--- src/rtl/ps2_pkg.sv ---
// Shared PS/2 host-transmit definitions: FSM states, frame bit positions and parity helper.
package ps2_pkg;

  typedef enum logic [2:0] {
    IDLE,
    INHIBIT,
    REQ,
    RELEASE,
    SEND,
    ACK,
    WAIT_IDLE
  } ps2_state_t;

  localparam logic [3:0] BIT_PARITY = 4'd9;
  localparam logic [3:0] BIT_STOP   = 4'd10;
  localparam logic [3:0] BIT_ACK    = 4'd11;

  // PS/2 uses odd parity: the parity bit makes the total count of ones odd.
  function automatic logic odd_parity(input logic [7:0] b);
    return ~^b;
  endfunction

endpackage

--- src/rtl/ps2_sync_fall.sv ---
// Three-flop synchronizer for one raw PS/2 pin plus falling-edge detect.
module ps2_sync_fall (
  input  logic clk,
  input  logic rst,
  input  logic pin,
  output logic level,
  output logic fall
);

  logic [2:0] sync;

  // Idle PS/2 lines float high, so reset to 1 to avoid a false fall after reset.
  always_ff @(posedge clk) begin
    if (rst) sync <= 3'b111;
    else     sync <= {sync[1:0], pin};
  end

  assign level = sync[1];
  assign fall  = sync[2] & ~sync[1];

endmodule

--- src/rtl/ps2_host_tx.sv ---
// PS/2 host-to-device command transmitter driving open-drain clock/data enables.
module ps2_host_tx
  import ps2_pkg::*;
#(
  parameter int INHIBIT_CYCLES = 5000,
  parameter int FIRST_TIMEOUT  = 750000,
  parameter int EDGE_TIMEOUT   = 100000
) (
  input  logic       clk,
  input  logic       rst,
  input  logic       ps2_clk,
  input  logic       ps2_data,
  output logic       ps2_clk_oe,
  output logic       ps2_data_oe,
  input  logic [7:0] data,
  input  logic       send,
  output logic       busy,
  output logic       done,
  output logic       err
);

  localparam logic [19:0] INH_LAST  = 20'(INHIBIT_CYCLES - 1);
  localparam logic [19:0] FIRST_LIM = 20'(FIRST_TIMEOUT);
  localparam logic [19:0] EDGE_LIM  = 20'(EDGE_TIMEOUT);

  logic       clk_s, clk_fall;
  logic       data_s, data_fall_unused;

  ps2_sync_fall u_clk_sync (
    .clk   (clk),
    .rst   (rst),
    .pin   (ps2_clk),
    .level (clk_s),
    .fall  (clk_fall)
  );

  ps2_sync_fall u_data_sync (
    .clk   (clk),
    .rst   (rst),
    .pin   (ps2_data),
    .level (data_s),
    .fall  (data_fall_unused)
  );

  ps2_state_t  state;
  logic [19:0] cnt;
  logic [3:0]  bitn;
  logic [3:0]  bitn_nxt;
  logic [7:0]  shreg;
  logic        par;
  logic [19:0] lim;
  logic        waiting;
  logic        evt;
  logic        tmo_arm;
  logic        tmo_fire;
  logic        accept;

  // A send landing on the done/err pulse cycle is dropped, not queued.
  assign accept   = (state == IDLE) && send && !done && !err;
  assign waiting  = (state == RELEASE) || (state == SEND) ||
                    (state == ACK) || (state == WAIT_IDLE);
  assign lim      = (state == RELEASE) ? FIRST_LIM : EDGE_LIM;
  assign evt      = (state == WAIT_IDLE) ? (clk_s & data_s) : clk_fall;
  assign bitn_nxt = bitn + 4'd1;

  // Lines are released one cycle ahead of the err pulse so err always sees them free.
  assign tmo_arm  = waiting && (cnt == lim - 20'd2);
  assign tmo_fire = waiting && (cnt == lim - 20'd1);

  always_ff @(posedge clk) begin
    if (accept) begin
      shreg <= data;
      par   <= odd_parity(data);
    end
  end

  always_ff @(posedge clk) begin
    if (rst) begin
      state       <= IDLE;
      cnt         <= '0;
      bitn        <= '0;
      busy        <= 1'b0;
      done        <= 1'b0;
      err         <= 1'b0;
      ps2_clk_oe  <= 1'b0;
      ps2_data_oe <= 1'b0;
    end else begin
      done <= 1'b0;
      err  <= 1'b0;
      case (state)
        IDLE: begin
          if (accept) begin
            busy        <= 1'b1;
            ps2_clk_oe  <= 1'b1;
            ps2_data_oe <= 1'b0;
            cnt         <= '0;
            state       <= INHIBIT;
          end
        end
        INHIBIT: begin
          if (cnt == INH_LAST) begin
            ps2_data_oe <= 1'b1;
            state       <= REQ;
          end else begin
            cnt <= cnt + 20'd1;
          end
        end
        REQ: begin
          ps2_clk_oe <= 1'b0;
          bitn       <= '0;
          cnt        <= '0;
          state      <= RELEASE;
        end
        RELEASE, SEND, ACK, WAIT_IDLE: begin
          if (tmo_fire) begin
            err         <= 1'b1;
            busy        <= 1'b0;
            ps2_clk_oe  <= 1'b0;
            ps2_data_oe <= 1'b0;
            state       <= IDLE;
          end else if (evt) begin
            cnt <= '0;
            case (state)
              RELEASE: begin
                ps2_data_oe <= ~shreg[0];
                bitn        <= 4'd1;
                state       <= SEND;
              end
              SEND: begin
                bitn <= bitn_nxt;
                if (bitn_nxt == BIT_PARITY) begin
                  ps2_data_oe <= ~par;
                end else if (bitn_nxt == BIT_STOP) begin
                  ps2_data_oe <= 1'b0;
                  state       <= ACK;
                end else begin
                  ps2_data_oe <= ~shreg[bitn[2:0]];
                end
              end
              ACK: begin
                bitn <= BIT_ACK;
                if (!data_s) begin
                  state <= WAIT_IDLE;
                end else begin
                  err   <= 1'b1;
                  busy  <= 1'b0;
                  state <= IDLE;
                end
              end
              default: begin
                done  <= 1'b1;
                busy  <= 1'b0;
                state <= IDLE;
              end
            endcase
          end else begin
            if (tmo_arm) begin
              ps2_clk_oe  <= 1'b0;
              ps2_data_oe <= 1'b0;
            end
            cnt <= (cnt == lim) ? cnt : cnt + 20'd1;
          end
        end
        default: state <= IDLE;
      endcase
    end
  end

endmodule

--- config.mk ---
export PLATFORM = sky130hd
export DESIGN_NAME = ps2_host_tx
export DESIGN_NICKNAME = d
export VERILOG_FILES = /design/src/rtl/ps2_pkg.sv /design/src/rtl/ps2_sync_fall.sv /design/src/rtl/ps2_host_tx.sv
export SDC_FILE = /design/constraint.sdc
export NUM_CORES = 1
export LEC_CHECK = 0
export BUFFER_PORTS_ARGS = -buffer_cell sky130_fd_sc_hd__buf_2
export CORE_AREA = 2 2 75 70
export CTS_BUF_LIST = sky130_fd_sc_hd__clkbuf_2
export CTS_CLUSTER_DIAMETER = 120
export CTS_CLUSTER_SIZE = 40
export DETAILED_ROUTE_END_ITERATION = 10
export DIE_AREA = 0 0 77 72
export GPL_ROUTABILITY_DRIVEN = 0
export MAX_ROUTING_LAYER = met4
export PLACE_DENSITY_LB_ADDON = 0.15
export SLEW_MARGIN = 30
export SYNTH_ARGS = -nofsm -noshare
export SYNTH_HDL_FRONTEND = slang
export SYNTH_SLANG_ARGS = --single-unit
--- constraint.sdc ---
create_clock -name clk -period 3.6 [get_ports clk]
set_input_delay 0.9 -clock clk [delete_from_list [all_inputs] [get_ports clk]]
set_output_delay 0.9 -clock clk [all_outputs]
set_load 0.03 [all_outputs]
==> results of run 1 <==
cell families after synthesis:
group / after synthesis / synth area share (%)
xor gates and xnor gates: 23 / 7.24
buffers and inverters: 27 / 4.45
muxes: 6 / 3.15
and+or+nand+nor: 155 / 29.0
DFF: 46 / 36.3
AOI/OAI and AO/OA: 65 / 17.2
adders and majority gates: 6 / 2.70
worst max-delay path, cell delays in order, from the launching register on:
cell       delay [ns]
dfxtp_1          0.44
or4_4            0.57
or4b_4           0.53
a2111oi_4        0.48
or2_1            0.28
o21ai_1          0.09
a31o_1           0.50
a31oi_2          0.25
through the flow:
stage | util [%] | setup slack [ns] | power (W) | cells
5_1_grt | 61.9 | 0.209 | 0.00108 | 402
6_report | 61.9 | 0.411 | 0.00102 | 402
3_5_place_dp | 60.8 | 0.470 | 0.000812 | 394
4_1_cts | 61.8 | 0.429 | 0.00103 | 402
2_1_floorplan | - | 0.855 | 0.000758 | 328
3_3_place_gp | 60.8 | 0.560 | 0.000802 | 394
state kept, by name, indices dropped and copies added, names as in the netlist, 2 cells and up:
| name | count |
|---|---|
| bitn | 4 |
| cnt | 20 |
| shreg | 8 |
| state | 3 |
| u_clk_sync.sync | 3 |
| u_data_sync.sync | 2 |
cell type report:
type	count	area (µm²)	share of cell area, %
Tap cell	65	81.3	2.77
Sequential cell	46	1010	34.4
Multi-Input combinational cell	255	1650	56.3
Inverter	6	22.5	0.767
Clock buffer	5	25.0	0.852
Clock inverter	3	21.3	0.724
Timing Repair Buffer	22	123	4.18
layout by cell type (no fill, tap or decap), types with 6 or more instances in the layout:
master,count
nand2b_1,8
nor3_1,12
o21ai_0,11
xnor2_1,18
nand3_1,16
nand2_1,26
inv_1,6
buf_2,17
ha_1,6
nand4_1,7
or2_2,6
dfxtp_1,37
edfxtp_1,9
nor2_1,43
a21oi_1,15
nor2b_1,6
how the worst max path moves through the flow:
stage	from	to	slack (ns)	cells after the start
floorplan	cnt[13]	cnt[3]	0.85	10
detailed placement	cnt[13]	cnt[3]	0.47	7
global placement	cnt[13]	cnt[3]	0.56	7
global route	cnt[13]	cnt[3]	0.21	7
CTS	cnt[13]	cnt[3]	0.43	7
finish	cnt[13]	cnt[3]	0.41	7
metal layers:
metal / vias to the layer above / global-route usage [%] / share of wire (%)
li1: 1212 / - / -
met2: 79 / 35.8 / 44
met4: 0 / 5.95 / 1.1
met5: - / - / 0
met1: 1135 / 35.0 / 48
met3: 8 / 3.73 / 5.9
power breakdown:
group          switching, W  internal [W]
sequential        0.0000199      0.000561
clock              0.000172     0.0000478
combinational      0.000137     0.0000847
==> qor.yml, run 1 <==
setup_path:
  reg2reg_setup_slack_ns: 0.41
  endpoint_of_the_lowest_slack_register_to_register_path: "cnt[3]"
  crit_arrival_ns: 3.56
  launch_instance_of_the_worst_register_to_register_path: "cnt[13]"
  cp_endpoint_kind: "flop"
  worstRegToRegCells: 7
  setup.worst_path.class: "flop to flop"
  cp_max_fo: 20
  worstSetupStartpointType: "flop"
  crit_required_ns: 3.97
power_and_ir_drop:
  worst_vdd_rail_ir_drop_v: 0.000243
  power_density_over_the_cells_mw_per_mm2: 348
  total_leakage_power_nw: 0.936
clocking:
  clkTransAtPathRegs_ns: 0.23
  clock_sinks: 46
  clkLatencyLatePin_ns: 0.42
  postCtsHoldBufs: 0
  cts_buffer_depth: 2
  post_cts_buffers: 0
  cts-buffers-inserted: 5
  ctsResizeCount: 0
  htree_num_levels: 2
  cts_root_buffer_type: "clkbuf_2"
  tritoncts: "built"
status:
  outcome: "finished, final reports clean"
synth:
  yosysUniqueCellTypes: 63
  yosys_register_bits: 46
  postSynthAreaPerCell_um2: 8.48
  synthesis.yosys.warnings: 0
  synth_top_cell_by_area: "dfxtp_1"
  syn_area_mm2: 0.00278
  synth-async-reset-ratio_pct: 0
  synth.top_cells.by_area: "dfxtp_1 (27%), edfxtp_1 (9.7%), nor2_1 (5.8%), xnor2_1 (5.7%), nand2_1 (3.5%)"
  most_used_standard_cell_by_instance_count_after_synthesis: "nor2_1"
  number_of_flops_mapped_to_enable_cells_by_yosys: 9
  synth.net_count: 347
  synth_top_cells_by_count: "nor2_1 (43), dfxtp_1 (37), nand2_1 (26)"
  dominantRegCellSynth: "dfxtp_1"
  syn-instance-count: 328
  synthDominantCellAreaShare_pct: 26.6
  ys_seq_area_share_pct: 36.3
timing:
  rsz0062_at_grt: "no"
  layout_worst_path_cycle_share_pct: 88.6
  final_max_slew_viol_count: 0
  fmax_mhz: 314
  fin_tns_setup_ns: 0
  final.setup_skew_ns: 0.00282
  final-setup-viol-count: 0
  fin_crit_ns: 3.19
  report.final.hold_viol_count: 0
  timing.slew.headroom_pct: 44.4
  fin_hold_ws_ns: 0.451
  tightest_slew_ns: 0.834
global_routing:
  vias_in_the_first_global_route: 2241
  pin_count_of_the_biggest_net_entering_global_routing: 32
  globalRouteOverflowTotal: 0
  first_pass_grt_wire_length_um: 10500
  grt_use_total_pct: 24.1
  antenna_found_initial: 0
hold_path:
  worstHoldPathCells: 1
  worst_hold_path.endpoint: "u_clk_sync.sync[1]"
  hold_class: "flop to flop"
  worst_hold_startpoint: "u_clk_sync.sync[0]"
route:
  detail_route.wirelength_um: 6040
  post_drt_via_cell_ratio: 6.05
  total_drc_errors_in_the_routed_layout: 0
  drt-wirelength-per-cell_um: 15.0
  drt_first_pass_iters: 6
  postRouteAntennaNets: 0
  violation_count_after_the_first_detailed_route_iteration: 269
  num_vias: 2434
placed_design:
  dp_hpwl_um: 4330
  io_buffers: 17
  postPlaceCellArea_mm2: 0.00289
floorplanning:
  chipHeight_um: 72
  placementRows: 24
  initial_utilization_pct: 58.6
  design.die.area_mm2: 0.00554
  design.core.area_mm2: 0.00474
  die_w_um: 77
  design.portCount: 18
final_layout:
  final.fill_count: 444
  post_route_cells_drive_above_1_share_pct: 16.9
  finalInstanceArea_mm2: 0.00294
  antenna_cells_inserted: 0
  area_delta_synth_final_pct: 5.53
  finish.net_count: 355
flow_run:
  cap_viol_max_count: 0
No activity file was read; power rests on OpenSTA's default activity.
==> run 2: changes to the inputs <==
--- a/config.mk
+++ b/config.mk
@@ -5,13 +5,14 @@
 export SDC_FILE = /design/constraint.sdc
 export NUM_CORES = 1
 export LEC_CHECK = 0
-export BUFFER_PORTS_ARGS = -buffer_cell sky130_fd_sc_hd__buf_2
-export CORE_AREA = 2 2 75 70
+export ABC_AREA = 1
+export CORE_AREA = 2 2 83 77
 export CTS_BUF_LIST = sky130_fd_sc_hd__clkbuf_2
 export CTS_CLUSTER_DIAMETER = 120
 export CTS_CLUSTER_SIZE = 40
 export DETAILED_ROUTE_END_ITERATION = 10
-export DIE_AREA = 0 0 77 72
+export DIE_AREA = 0 0 85 79
+export DONT_BUFFER_PORTS = 1
 export GPL_ROUTABILITY_DRIVEN = 0
 export MAX_ROUTING_LAYER = met4
 export PLACE_DENSITY_LB_ADDON = 0.15
==> run 2 against run 1 <==
Maximum frequency is 29% higher. First-iteration DRC count down 26%. Total power increased by 96%. Largest cell class unchanged. Largest power group is now combinational cells.
==> qor.yml, run 2 <==
final_layout:
  layout.cells.most_common: "nand2_1"  # was nor2_1
  finish.net_count: 509  # was 355
  post_route_cells_drive_above_1_share_pct: 16.3  # was 16.9%
  final_core_utilization_pct: 57.7  # was 61.9%
  area_delta_synth_final_pct: -0.438  # was 5.53%
  multi_input_comb_area_mm2: 0.00206  # was 0.00165 mm²
  largestRegisters: "cnt (20), shreg (8), bitn (4)"  # unchanged
  registers.top_by_ff_count: "cnt"  # unchanged
  finalInstanceArea_mm2: 0.00341  # was 0.00294 mm²
  largest_register_ff_count: 20  # unchanged
  area_taken_by_flip_flops_and_latches_mm2: 0.00101  # unchanged
  final.fill_count: 567  # was 444
  antenna_cells_inserted: 0  # unchanged
  layout_common_cells: "nand2_1 (118), nor2_1 (67), nand3_1 (52), inv_1 (39), dfxtp_1 (37)"  # was nor2_1 (43), dfxtp_1 (37), nand2_1 (26), xnor2_1 (18), buf_2 (17)
  post_layout_nonfiller_instances: 563  # was 402
synth:
  synth_xor_xnor_area_share_pct: 4.09  # was 7.24%
  synth-simple-area-share_pct: 41.5  # was 29.0%
  ys_seq_area_share_pct: 29.5  # was 36.3%
  synth_fa_ha_area_share_pct: 2.19  # was 2.70%
  number_of_flops_mapped_to_enable_cells_by_yosys: 9  # unchanged
  most_used_standard_cell_by_instance_count_after_synthesis: "nand2_1"  # was nor2_1
  yosys_register_bits: 46  # unchanged
  syn_area_mm2: 0.00343  # was 0.00278 mm²
  synth.net_count: 520  # was 347
  synth_top_cell_by_area: "dfxtp_1"  # unchanged
  yosysUniqueCellTypes: 43  # was 63
  synth.top_cells.by_area: "dfxtp_1 (22%), nand2_1 (13%), edfxtp_1 (7.9%), nand3_1 (7.6%), nor2_1 (7.4%)"  # was dfxtp_1 (27%), edfxtp_1 (9.7%), nor2_1 (5.8%), xnor2_1 (5.7%), nand2_1 (3.5%)
  dominantRegCellSynth: "dfxtp_1"  # unchanged
  syn-instance-count: 501  # was 328
  main_combinational_cell_family_by_area_after_synthesis: "simple AND/OR/NAND/NOR gates"  # unchanged
  synthDominantCellAreaShare_pct: 21.6  # was 26.6%
  synth_compound_area_share_pct: 12.1  # was 17.2%
  synth-async-reset-ratio_pct: 0  # unchanged
  synth.area.mux_share_pct: 0  # was 3.15%
  synthesis.yosys.warnings: 0  # unchanged
  postSynthAreaPerCell_um2: 6.84  # was 8.48 µm²
  synth_top_cells_by_count: "nand2_1 (118), nor2_1 (68), nand3_1 (52)"  # was nor2_1 (43), dfxtp_1 (37), nand2_1 (26)
setup_path:
  cp_max_fo: 23  # was 20
  worstRegToRegCells: 10  # was 7
  cp_endpoint_kind: "flop"  # unchanged
  setup.worst_path.class: "flop to flop"  # unchanged
  launch_instance_of_the_worst_register_to_register_path: "state[1]"  # was cnt[13]
  reg2reg_setup_slack_ns: 1.12  # was 0.41 ns
  crit_required_ns: 3.99  # was 3.97 ns
  worstSetupStartpointType: "flop"  # unchanged
  crit_arrival_ns: 2.86  # was 3.56 ns
  endpoint_of_the_lowest_slack_register_to_register_path: "cnt[14]"  # was cnt[3]
route:
  post_drt_via_cell_ratio: 5.60  # was 6.05
  total_drc_errors_in_the_routed_layout: 0  # unchanged
  postRouteAntennaNets: 0  # unchanged
  detail_route.wirelength_um: 7870  # was 6040 µm
  violation_count_after_the_first_detailed_route_iteration: 200  # was 269
  drt_first_pass_iters: 5  # was 6
  num_vias: 3150  # was 2,434
  drt-wirelength-per-cell_um: 14.0  # was 15.0 µm
timing:
  fin_hold_ws_ns: 0.446  # was 0.451 ns
  fin_crit_ns: 2.48  # was 3.19 ns
  final_max_slew_viol_count: 0  # unchanged
  fmax_mhz: 404  # was 314 MHz
  layout_worst_path_cycle_share_pct: 68.8  # was 88.6%
  final-setup-viol-count: 0  # unchanged
  tightest_slew_ns: 0.566  # was 0.834 ns
  final.setup_skew_ns: 0.0329  # was 0.00282 ns
  fin_tns_setup_ns: 0  # unchanged
  rsz0062_at_grt: "no"  # unchanged
  timing.slew.headroom_pct: 62.2  # was 44.4%
  report.final.hold_viol_count: 0  # unchanged
global_routing:
  pin_count_of_the_biggest_net_entering_global_routing: 30  # was 32
  antenna_found_initial: 0  # unchanged
  vias_in_the_first_global_route: 2816  # was 2,241
  grt_use_total_pct: 24.8  # was 24.1%
  first_pass_grt_wire_length_um: 13100  # was 10,500 µm
  globalRouteOverflowTotal: 0  # unchanged
hold_path:
  worst_hold_startpoint: "rst"  # was u_clk_sync.sync[0]
  worstHoldPathCells: 1  # unchanged
  hold_class: "primary input to flop"  # was flop to flop
  worst_hold_path.endpoint: "state[0]"  # was u_clk_sync.sync[1]
placed_design:
  dpl.cell_count: 555  # was 394
  dp_hpwl_um: 5770  # was 4330 µm
  io_buffers: 0  # was 17
  postPlaceCellArea_mm2: 0.00336  # was 0.00289 mm²
floorplanning:
  die_w_um: 85  # was 77 µm
  placementRows: 27  # was 24
  design.die.area_mm2: 0.00672  # was 0.00554 mm²
  initial_utilization_pct: 58.0  # was 58.6%
  design.core.area_mm2: 0.00591  # was 0.00474 mm²
  chipHeight_um: 79  # was 72 µm
  design.portCount: 18  # unchanged
power_and_ir_drop:
  worst_vdd_rail_ir_drop_v: 0.000500  # was 0.000243 V
  total_leakage_power_nw: 1.22  # was 0.936 nW
  power_density_over_the_cells_mw_per_mm2: 587  # was 348 mW/mm²
clocking:
  clkLatencyLatePin_ns: 0.46  # was 0.42 ns
  cts_root_buffer_type: "clkbuf_2"  # unchanged
  ctsResizeCount: 0  # unchanged
  cts-buffers-inserted: 5  # unchanged
  clock_sinks: 46  # unchanged
  clkTransAtPathRegs_ns: 0.28  # was 0.23 ns
  cts_buffer_depth: 2  # unchanged
  htree_num_levels: 2  # unchanged
  post_cts_buffers: 0  # unchanged
  postCtsHoldBufs: 0  # unchanged
  tritoncts: "built"  # unchanged
flow_run:
  cap_viol_max_count: 0  # unchanged
status:
  outcome: "finished, final reports clean"  # unchanged
## run 2: critical path, cell delays in order, from the launching register on
cell and delay, ns:
dfxtp_1 0.64, inv_1 0.15, nand2_2 0.13, nand2_4 0.08, nor2_8 0.25, inv_4 0.16
nand4_2 0.17, nand3_4 0.30, inv_4 0.29, nand2_1 0.09, a21oi_2 0.13
## run 2: layout make-up
cell class / count / area share (%)
Tap cell: 72 / 2.64
Multi-Input combinational cell: 387 / 60.2
Sequential cell: 46 / 29.6
Inverter: 49 / 5.83
Clock buffer: 5 / 0.733
Timing Repair Buffer: 1 / 0.220
Clock inverter: 3 / 0.697
## run 2: worst max path at each step
stage	startpoint	to	cells after the start
floorplan	rst	cnt[18]	3
global placement	state[1]	cnt[3]	10
detailed placement	state[1]	cnt[3]	10
CTS	state[1]	cnt[14]	10
global route	state[1]	cnt[14]	10
finish	state[1]	cnt[14]	10
## run 2: logic make-up after synthesis
group | after synthesis
AND/OR/NAND/NOR | 299
buffers and inverters | 68
AO/OA/AOI/OAI | 66
flip-flops | 46
XOR/XNOR | 16
adder cells (fa/ha/maj) | 6
## run 2: report_power, final
group	total (W)	internal, W	leakage (nW)	switching [W]
logic	0.00101	0.000305	0.813	0.000703
registers	0.000749	0.000618	0.386	0.000132
clock network	0.000244	0.0000496	0.0256	0.000194
total	0.00200	0.000972	1.22	0.00103
## run 2: metrics by stage
step | total power, W | setup slack [ns]
2_1_floorplan | 0.00163 | 1.56
3_3_place_gp | 0.00174 | 1.32
3_5_place_dp | 0.00175 | 1.23
4_1_cts | 0.00200 | 1.13
5_1_grt | 0.00217 | 0.886
6_report | 0.00200 | 1.12
## run 2: layer usage
metal	vias up	share of wire [%]	track usage [%]
li1	1615	-	-
met5	-	0	-
met2	118	43	36.5
met4	0	1.5	7.94
met3	13	6.8	4.26
met1	1404	49	34.8
